### src/rtl/alu4_pkg.sv
// Shared definitions for the round-robin ALU scheduler: opcode encodings and
// the scheduler FSM state type.
package alu4_pkg;

    localparam logic [2:0] ALU_ADD = 3'd0;
    localparam logic [2:0] ALU_SUB = 3'd1;
    localparam logic [2:0] ALU_NOT = 3'd2;
    localparam logic [2:0] ALU_AND = 3'd3;
    localparam logic [2:0] ALU_OR  = 3'd4;
    localparam logic [2:0] ALU_XOR = 3'd5;
    localparam logic [2:0] ALU_CMP = 3'd6;
    localparam logic [2:0] ALU_EQ  = 3'd7;

    typedef enum logic [1:0] {
        ST_IDLE = 2'd0,
        ST_EXEC = 2'd1,
        ST_RESP = 2'd2
    } state_t;

endpackage

### src/rtl/alu4_core.sv
// Purely combinational 4-bit ALU: arithmetic, bitwise logic, signed compare
// and equality, with zero/overflow/carry/size flags.
module alu4_core
    import alu4_pkg::*;
(
    input  logic [2:0] op,
    input  logic [3:0] a,
    input  logic [3:0] b,
    input  logic       cin,
    output logic [3:0] result,
    output logic       zero,
    output logic       overflow,
    output logic       carry,
    output logic       size
);

    logic [4:0] sum_add_s;
    logic [4:0] sum_sub_s;
    logic       ovf_add_s;
    logic       ovf_sub_s;

    // Subtract is a + ~b + 1, so its carry-out reads as "no borrow".
    assign sum_add_s = {1'b0, a} + {1'b0, b} + {4'b0000, cin};
    assign sum_sub_s = {1'b0, a} + {1'b0, ~b} + 5'd1;
    assign ovf_add_s = (a[3] == b[3]) && (sum_add_s[3] != a[3]);
    assign ovf_sub_s = (a[3] != b[3]) && (sum_sub_s[3] != a[3]);

    // Opcode decode into result and flags.
    always_comb begin
        result   = 4'd0;
        overflow = 1'b0;
        carry    = 1'b0;
        size     = 1'b0;
        case (op)
            ALU_ADD: begin
                result   = sum_add_s[3:0];
                overflow = ovf_add_s;
                carry    = sum_add_s[4];
            end
            ALU_SUB: begin
                result   = sum_sub_s[3:0];
                overflow = ovf_sub_s;
                carry    = sum_sub_s[4];
            end
            ALU_NOT: result = ~a;
            ALU_AND: result = a & b;
            ALU_OR:  result = a | b;
            ALU_XOR: result = a ^ b;
            ALU_CMP: begin
                result   = sum_sub_s[3:0];
                overflow = ovf_sub_s;
                carry    = sum_sub_s[4];
                size     = ($signed(a) > $signed(b));
            end
            ALU_EQ: begin
                result   = sum_sub_s[3:0];
                overflow = ovf_sub_s;
                carry    = sum_sub_s[4];
                size     = (a == b);
            end
            default: begin
                result   = 4'd0;
                overflow = 1'b0;
                carry    = 1'b0;
                size     = 1'b0;
            end
        endcase
    end

    assign zero = (result == 4'd0);

endmodule

### src/rtl/alu4_sched.sv
// Round-robin arbiter that shares one alu4_core among NREQ requesters and
// returns a registered, requester-tagged result over a valid/ready handshake.
module alu4_sched
    import alu4_pkg::*;
#(
    parameter  int NREQ = 4,
    localparam int IDW  = $clog2(NREQ)
) (
    input  logic              clk,
    input  logic              rst,
    input  logic [NREQ-1:0]   req_valid,
    output logic [NREQ-1:0]   req_ready,
    input  logic [3*NREQ-1:0] req_op,
    input  logic [4*NREQ-1:0] req_a,
    input  logic [4*NREQ-1:0] req_b,
    input  logic [NREQ-1:0]   req_cin,
    output logic              rsp_valid,
    input  logic              rsp_ready,
    output logic [IDW-1:0]    rsp_id,
    output logic [3:0]        rsp_result,
    output logic              rsp_zero,
    output logic              rsp_overflow,
    output logic              rsp_carry,
    output logic              rsp_size
);

    state_t         state_q;
    state_t         state_d;
    logic [IDW-1:0] last_grant_q;
    logic [IDW-1:0] cand_s;
    logic [IDW-1:0] grant_idx_s;
    logic           grant_found_s;
    logic           accept_s;

    logic [2:0]     sel_op_s;
    logic [3:0]     sel_a_s;
    logic [3:0]     sel_b_s;
    logic           sel_cin_s;

    logic [2:0]     op_q;
    logic [3:0]     a_q;
    logic [3:0]     b_q;
    logic           cin_q;
    logic [IDW-1:0] gid_q;

    logic [3:0]     core_result_s;
    logic           core_zero_s;
    logic           core_ovf_s;
    logic           core_carry_s;
    logic           core_size_s;

    logic [IDW-1:0] rsp_id_q;
    logic [3:0]     rsp_result_q;
    logic           rsp_zero_q;
    logic           rsp_ovf_q;
    logic           rsp_carry_q;
    logic           rsp_size_q;

    // Round-robin search: walk from last_grant+1 (wrapping at NREQ), first valid wins.
    always_comb begin
        cand_s        = last_grant_q;
        grant_idx_s   = '0;
        grant_found_s = 1'b0;
        for (int k = 0; k < NREQ; k++) begin
            cand_s = (cand_s == IDW'(NREQ - 1)) ? '0 : cand_s + IDW'(1);
            if (!grant_found_s && req_valid[cand_s]) begin
                grant_found_s = 1'b1;
                grant_idx_s   = cand_s;
            end else begin
                grant_found_s = grant_found_s;
            end
        end
    end

    assign accept_s = (state_q == ST_IDLE) && grant_found_s;

    // Payload mux selecting the winning requester's operands.
    always_comb begin
        sel_op_s  = 3'd0;
        sel_a_s   = 4'd0;
        sel_b_s   = 4'd0;
        sel_cin_s = 1'b0;
        for (int i = 0; i < NREQ; i++) begin
            if (IDW'(i) == grant_idx_s) begin
                sel_op_s  = req_op[3*i +: 3];
                sel_a_s   = req_a[4*i +: 4];
                sel_b_s   = req_b[4*i +: 4];
                sel_cin_s = req_cin[i];
            end else begin
                sel_cin_s = sel_cin_s;
            end
        end
    end

    alu4_core u_core (
        .op       (op_q),
        .a        (a_q),
        .b        (b_q),
        .cin      (cin_q),
        .result   (core_result_s),
        .zero     (core_zero_s),
        .overflow (core_ovf_s),
        .carry    (core_carry_s),
        .size     (core_size_s)
    );

    // FSM state register.
    always_ff @(posedge clk or posedge rst) begin
        if (rst) begin
            state_q <= ST_IDLE;
        end else begin
            state_q <= state_d;
        end
    end

    // FSM next-state logic; RESP always returns to IDLE before a new grant.
    always_comb begin
        state_d = state_q;
        case (state_q)
            ST_IDLE: state_d = accept_s ? ST_EXEC : ST_IDLE;
            ST_EXEC: state_d = ST_RESP;
            ST_RESP: state_d = rsp_ready ? ST_IDLE : ST_RESP;
            default: state_d = ST_IDLE;
        endcase
    end

    // FSM outputs: ready only in IDLE and never a function of rsp_ready.
    always_comb begin
        req_ready = '0;
        rsp_valid = 1'b0;
        case (state_q)
            ST_IDLE: req_ready[grant_idx_s] = grant_found_s;
            ST_EXEC: rsp_valid = 1'b0;
            ST_RESP: rsp_valid = 1'b1;
            default: begin
                req_ready = '0;
                rsp_valid = 1'b0;
            end
        endcase
    end

    // Request latch at handshake and result capture in EXEC.
    always_ff @(posedge clk or posedge rst) begin
        if (rst) begin
            last_grant_q <= IDW'(NREQ - 1);
            op_q         <= 3'd0;
            a_q          <= 4'd0;
            b_q          <= 4'd0;
            cin_q        <= 1'b0;
            gid_q        <= '0;
            rsp_id_q     <= '0;
            rsp_result_q <= 4'd0;
            rsp_zero_q   <= 1'b0;
            rsp_ovf_q    <= 1'b0;
            rsp_carry_q  <= 1'b0;
            rsp_size_q   <= 1'b0;
        end else begin
            if (accept_s) begin
                last_grant_q <= grant_idx_s;
                gid_q        <= grant_idx_s;
                op_q         <= sel_op_s;
                a_q          <= sel_a_s;
                b_q          <= sel_b_s;
                cin_q        <= sel_cin_s;
            end
            if (state_q == ST_EXEC) begin
                rsp_id_q     <= gid_q;
                rsp_result_q <= core_result_s;
                rsp_zero_q   <= core_zero_s;
                rsp_ovf_q    <= core_ovf_s;
                rsp_carry_q  <= core_carry_s;
                rsp_size_q   <= core_size_s;
            end
        end
    end

    assign rsp_id       = rsp_id_q;
    assign rsp_result   = rsp_result_q;
    assign rsp_zero     = rsp_zero_q;
    assign rsp_overflow = rsp_ovf_q;
    assign rsp_carry    = rsp_carry_q;
    assign rsp_size     = rsp_size_q;

endmodule
### config.mk
export PLATFORM = sky130hd
export DESIGN_NAME = alu4_sched
export DESIGN_NICKNAME = d
export VERILOG_FILES = /design/src/rtl/alu4_pkg.sv /design/src/rtl/alu4_core.sv /design/src/rtl/alu4_sched.sv
export SDC_FILE = /design/constraint.sdc
export NUM_CORES = 1
export LEC_CHECK = 0
export BUFFER_PORTS_ARGS = -buffer_cell sky130_fd_sc_hd__buf_2
export CAP_MARGIN = 0
export CORE_ASPECT_RATIO = 1.25
export CORE_MARGIN = 5
export CORE_UTILIZATION = 25
export CTS_CLUSTER_SIZE = 30
export DETAILED_ROUTE_END_ITERATION = 8
export PLACE_DENSITY_LB_ADDON = 0.3
export SLEW_MARGIN = 30
export SYNTH_ARGS = -nofsm -noshare
export SYNTH_HDL_FRONTEND = slang
export SYNTH_SLANG_ARGS = --single-unit
### constraint.sdc
create_clock -name clk -period 3.7 [get_ports clk]
set_input_delay 0.37 -clock clk [delete_from_list [all_inputs] [get_ports clk]]
set_output_delay 0.37 -clock clk [all_outputs]
set_load 0.02 [all_outputs]
==> summary.txt, run 1 <==
Outcome -> complete, no violations
Global-route wire length before repair -> 9.32 mm
Multi-input combinational cell area -> 0.00129 mm^2
Reg2Reg Depth -> 9
Antenna violations before repair -> 0
Setup_tns -> 0 ps
Worst R2R End -> rsp_zero
Setup violators final -> 0
WS Path Type -> flop to output pin
Ys async rst share -> 100%
Clock tree buffer depth -> 2
Critical Path RT -> 3330 ps
Die width -> 93.1 um
FP Rows -> 38
CP Capture Type -> output pin
Leakage Power -> 1.28 nW
Post-Syn Area -> 0.00216 mm^2
Sequential-to-total area share from yosys stat -> 32.6%
Unrepaired setup endpoints after global routing -> no
Num CTS Buffers -> 3
Clock Pin Slew Worst Setup and Hold Paths -> 110 ps
Fraction of layout cells with a size suffix above 1 -> 29.0%
Clk Latency, worst-skew pair -> 280 ps
Max Slew Vio Count -> 0
Detail Route Antenna Nets -> 0
Worst min-delay path category -> primary input to asynchronous set/reset pin
WL per Instance -> 14.0 um
Post-synthesis instance total -> 244
Full die area -> 0.0106 mm^2
DRC Markers -> 0
Synth warnings -> 0
Fillers -> 924
Port buffer count -> 69
Post-Syn Nets -> 315
RePlAce Congestion -> 0.798
Vias in the first global route -> 2012
Total core area -> 0.00856 mm^2
Final Hold Viols -> 0
Setup repair bufs after CTS -> 0
Startpoint types -> flop
Crit Reg-Reg Startpoint -> a_q[0]
Slew Limit Headroom -> 53.4%
Starting Density -> 25.2%
Critical path peak fanout -> 16
R2r setup slk -> 1260 ps
Pwr/cell area -> 998 mW/mm^2
Commonest cells after routing, fill and taps aside -> buf_2, nand2_1, dfrtp_1, inv_1
Area of placed instances -> 0.00254 mm^2
DR vias/cell -> 4.75
Most common library cell in the layout ignoring fill and taps -> buf_2
Peak VDD IR -> 0.504 mV
Detailed Route WL -> 5.63 mm
Register area -> 703 um^2
Mean area per synthesized cell -> 8.85 um^2
Shortest period the worst path allows -> 2940 ps
Top_reg_cell synth -> dfrtp_1
Final worst slack -> 760 ps
Antenna diode count -> 0
Arrival time worst endpoint -> 2570 ps
CTS hold repair buffers -> 0
Grt ovf -> 0
Die height -> 114 um
Number of enable flip-flop cells after synthesis -> 0
Final HPWL DP -> 4.45 mm
Largest net degree at the start of global routing -> 29
CTS resizes -> 0
DR pass1 iterations -> 4
Pre-CTS setup slack -> 1020 ps
Synth Register Bits -> 28
Final #Nets -> 375
Worst Tran Pin Value -> 699 ps
CTS tree -> yes
H-tree Lvls -> 1
Fin area -> 0.00262 mm^2
Setup Skew -> 3.80 ps
Clock root buffer -> clkbuf_8
Vias -> 1915
Synth-to-layout area growth -> 21.2%
MaxCap Viol Count -> 0
Unique masters post-synth -> 45
Total global-route track usage -> 10.8%
Final worst-path cycle share -> 79.5%
Iter 0 DRT Violations -> 147
Max Fclk -> 0.340 GHz
Clock sink total -> 28
IO Count -> 70
## layout make-up
class                           instances  area share (%)
Clock buffer                            3            1.58
Clock inverter                          1            1.15
Inverter                               16            2.30
Multi-Input combinational cell        184            49.5
Sequential cell                        28            26.9
Tap cell                              100            4.78
Timing Repair Buffer                   71            13.8
## per-stage QoR
| stage | power [W] | hold slack (ps) | cells | util (%) |
|---|---|---|---|---|
| 2_1_floorplan | 0.00201 | 434 | 244 | - |
| 3_3_place_gp | 0.00235 | 462 | 399 | 29.7 |
| 3_5_place_dp | 0.00239 | 467 | 399 | 29.7 |
| 4_1_cts | 0.00264 | 168 | 403 | 30.6 |
| 5_1_grt | 0.00287 | 191 | 403 | 30.6 |
| 6_report | 0.00261 | 142 | 403 | 30.6 |
## Yosys cell counts, types with 7 or more instances
cell type	count	area share (%)
dfrtp_1	26	30
mux2_2	7	3.7
a31oi_1	13	3.8
o21ai_0	12	2.8
ha_1	13	7.5
nor2_1	7	1.2
mux2i_1	12	5.6
a22o_1	12	4.9
nand2_1	43	7.5
a21oi_1	8	1.9
buf_2	7	1.6
inv_1	15	2.6
## power by group
group / total (W) / switching [W] / internal, W / leakage, nW
sequential: 0.000632 / 0.000166 / 0.000467 / 0.330
combinational: 0.00173 / 0.000983 / 0.000745 / 0.916
clock: 0.000250 / 0.000105 / 0.000145 / 0.0357
total: 0.00261 / 0.00125 / 0.00136 / 1.28
## layer usage
metal | part of all wire (%) | vias up | track usage (%) | routed length [um]
li1 | - | 981 | - | -
met1 | 43 | 878 | 13.2 | 2420
met2 | 51 | 50 | 19.2 | 2880
met3 | 4.1 | 6 | 1.25 | 229
met4 | 1.8 | 0 | 4.11 | 101
met5 | 0 | - | 0 | 0
## kinds of logic after synthesis
family          after synthesis  synth area share [%]
mux                          19                  9.22
xor+xnor                      5                  2.03
buf+inv                      32                  7.59
flops                        28                  32.6
compound gates               68                  22.1
simple gates                 76                  16.2
fa+ha+maj                    16                  10.3
## worst max-delay path: stages, from the launching register on
cell and delay [ps]:
dfstp_2 590, ha_1 280, o31ai_2 230, o21ai_0 120, nand2_1 110, and3_1 570, and2_1 220, buf_2 160
## worst max path at each step
stage	from	endpoint	slack (ps)	cells after the start
after floorplan	last_grant_q[0]	req_ready[3]	1340	8
after global placement	req_valid[3]	req_ready[2]	900	6
after detailed placement	req_valid[0]	req_ready[1]	1020	7
after CTS	last_grant_q[0]	req_ready[3]	770	7
after global routing	last_grant_q[0]	req_ready[3]	610	7
final	last_grant_q[0]	req_ready[3]	760	7
## state kept, by name, summed over array words and instances (netlist names)
register	count
a_q	4
b_q	4
cin_q	1
gid_q	2
last_grant_q	2
op_q	3
rsp_carry	1
rsp_id	2
rsp_overflow	1
rsp_result	4
rsp_size	1
rsp_zero	1
state_q	2
No activity file was read; power rests on OpenSTA's default activity.
==> inputs of run 2 (changes only) <==
==> constraint.sdc (replaced) <==
create_clock -name clk -period 2.8 [get_ports clk]
set_input_delay 0.28 -clock clk [delete_from_list [all_inputs] [get_ports clk]]
set_output_delay 0.28 -clock clk [all_outputs]
set_load 0.02 [all_outputs]
==> run 2 against run 1 <==
  * Total power rose by 34%
  * Via count rose by 3.2%
  * Clock-buffer cell count did not move
  * Clock power rose by 32%
==> summary.txt, run 2 (same netlist as run 1, synthesis figures left out) <==
Unrepaired setup endpoints after global routing -> no
Worst Tran Pin Value -> 664 ps
Area of placed instances -> 0.00258 mm^2
Setup Skew -> 6.33 ps
Vias -> 1977
Fin area -> 0.00265 mm^2
Detailed Route WL -> 5.72 mm
Vias in the first global route -> 2121
DR pass1 iterations -> 4
Commonest cells after routing, fill and taps aside -> buf_2, nand2_1, dfrtp_1, inv_1
CTS resizes -> 0
Multi-input combinational cell area -> 0.00129 mm^2
Setup_tns -> 0 ps
Critical path peak fanout -> 22
Iter 0 DRT Violations -> 91
Detail Route Antenna Nets -> 0
Die width -> 93.1 um
H-tree Lvls -> 1
CP Capture Type -> output pin
Register area -> 703 um^2
Outcome -> complete, no violations
Clock tree buffer depth -> 2
WL per Instance -> 14.1 um
Most common library cell in the layout ignoring fill and taps -> buf_2
Critical Path RT -> 2520 ps
Arrival time worst endpoint -> 2380 ps
Clock Pin Slew Worst Setup and Hold Paths -> 110 ps
FP Rows -> 38
Fillers -> 954
Clock root buffer -> clkbuf_8
Leakage Power -> 1.31 nW
Final worst slack -> 137 ps
Port buffer count -> 69
Setup violators final -> 0
IO Count -> 70
Global-route wire length before repair -> 9.65 mm
Final #Nets -> 379
Max Slew Vio Count -> 0
Num CTS Buffers -> 3
Pre-CTS setup slack -> 407 ps
Starting Density -> 25.2%
DRC Markers -> 0
Setup repair bufs after CTS -> 0
Antenna diode count -> 0
Total global-route track usage -> 11.2%
Grt ovf -> 0
Synth-to-layout area growth -> 23.0%
Fraction of layout cells with a size suffix above 1 -> 29.6%
RePlAce Congestion -> 0.818
Total core area -> 0.00856 mm^2
Worst min-delay path category -> primary input to asynchronous set/reset pin
Peak VDD IR -> 0.430 mV
Max Fclk -> 0.376 GHz
Antenna violations before repair -> 0
Startpoint types -> flop
Final Hold Viols -> 0
Final HPWL DP -> 4.64 mm
Full die area -> 0.0106 mm^2
Slew Limit Headroom -> 55.8%
Shortest period the worst path allows -> 2660 ps
CTS tree -> yes
DR vias/cell -> 4.86
Clock sink total -> 28
MaxCap Viol Count -> 0
WS Path Type -> flop to output pin
Die height -> 114 um
Clk Latency, worst-skew pair -> 280 ps
CTS hold repair buffers -> 0
Largest net degree at the start of global routing -> 28
Pwr/cell area -> 1320 mW/mm^2
Final worst-path cycle share -> 95.1%
==> run 2: cell count changes in the layout (fill, tap and decap cells not counted), sizes merged <==
cell and change:
buf +4
==> run 2: routing by layer <==
layer	track usage, %	vias up	share of wire, %
li1	-	990	-
met1	13.8	931	45
met2	19.6	48	50
met3	0.792	8	2.9
met4	5.28	0	2.7
met5	0	-	0
==> run 2: power breakdown <==
part | total (W) | internal (W) | switching (W)
clock network | 0.000330 | 0.000192 | 0.000139
logic | 0.00234 | 0.00104 | 0.00131
registers | 0.000835 | 0.000616 | 0.000218
==> run 2: final cells by class <==
cell class | count | area share, %
multi-input combinational | 184 | 48.7
sequential | 28 | 26.5
timing repair buffer | 75 | 15.2
tap | 100 | 4.71
inverter | 16 | 2.26
clock buffer | 3 | 1.56
clock inverter | 1 | 1.13
==> run 2: final timing paths <==
kind / start / endpoint / slack, ps / cells past startpoint
worst max-delay path: last_grant_q[0] / req_ready[3] / 140 / 7
worst min-delay path: rst / cin_q / 50 / 2
worst max register to register: a_q[0] / rsp_zero / 390 / 9
worst min register to register: rsp_overflow / rsp_overflow / 480 / 2
max in group asynchronous: rst / last_grant_q[1] / 2190 / 3
min in group clk: rsp_ready / state_q[1] / 200 / 2
==> run 2: through the flow <==
step | total power, W | utilization, % | hold slack, ps | instances
after detailed placement | 0.00322 | 30.2 | 389 | 403
after CTS | 0.00355 | 31.0 | 77.7 | 407
after global placement | 0.00319 | 30.2 | 459 | 403
final | 0.00351 | 31.0 | 49.5 | 407
after floorplan | 0.00266 | - | 344 | 244
after global routing | 0.00386 | 31.0 | 101 | 407
==> run 2: critical path, stage by stage, from the launching register on <==
cell     delay [ps]
dfstp_2         590
ha_1            280
o31ai_2         220
a22o_1          190
o21a_1          300
buf_12          210
and2_1          150
buf_2           160
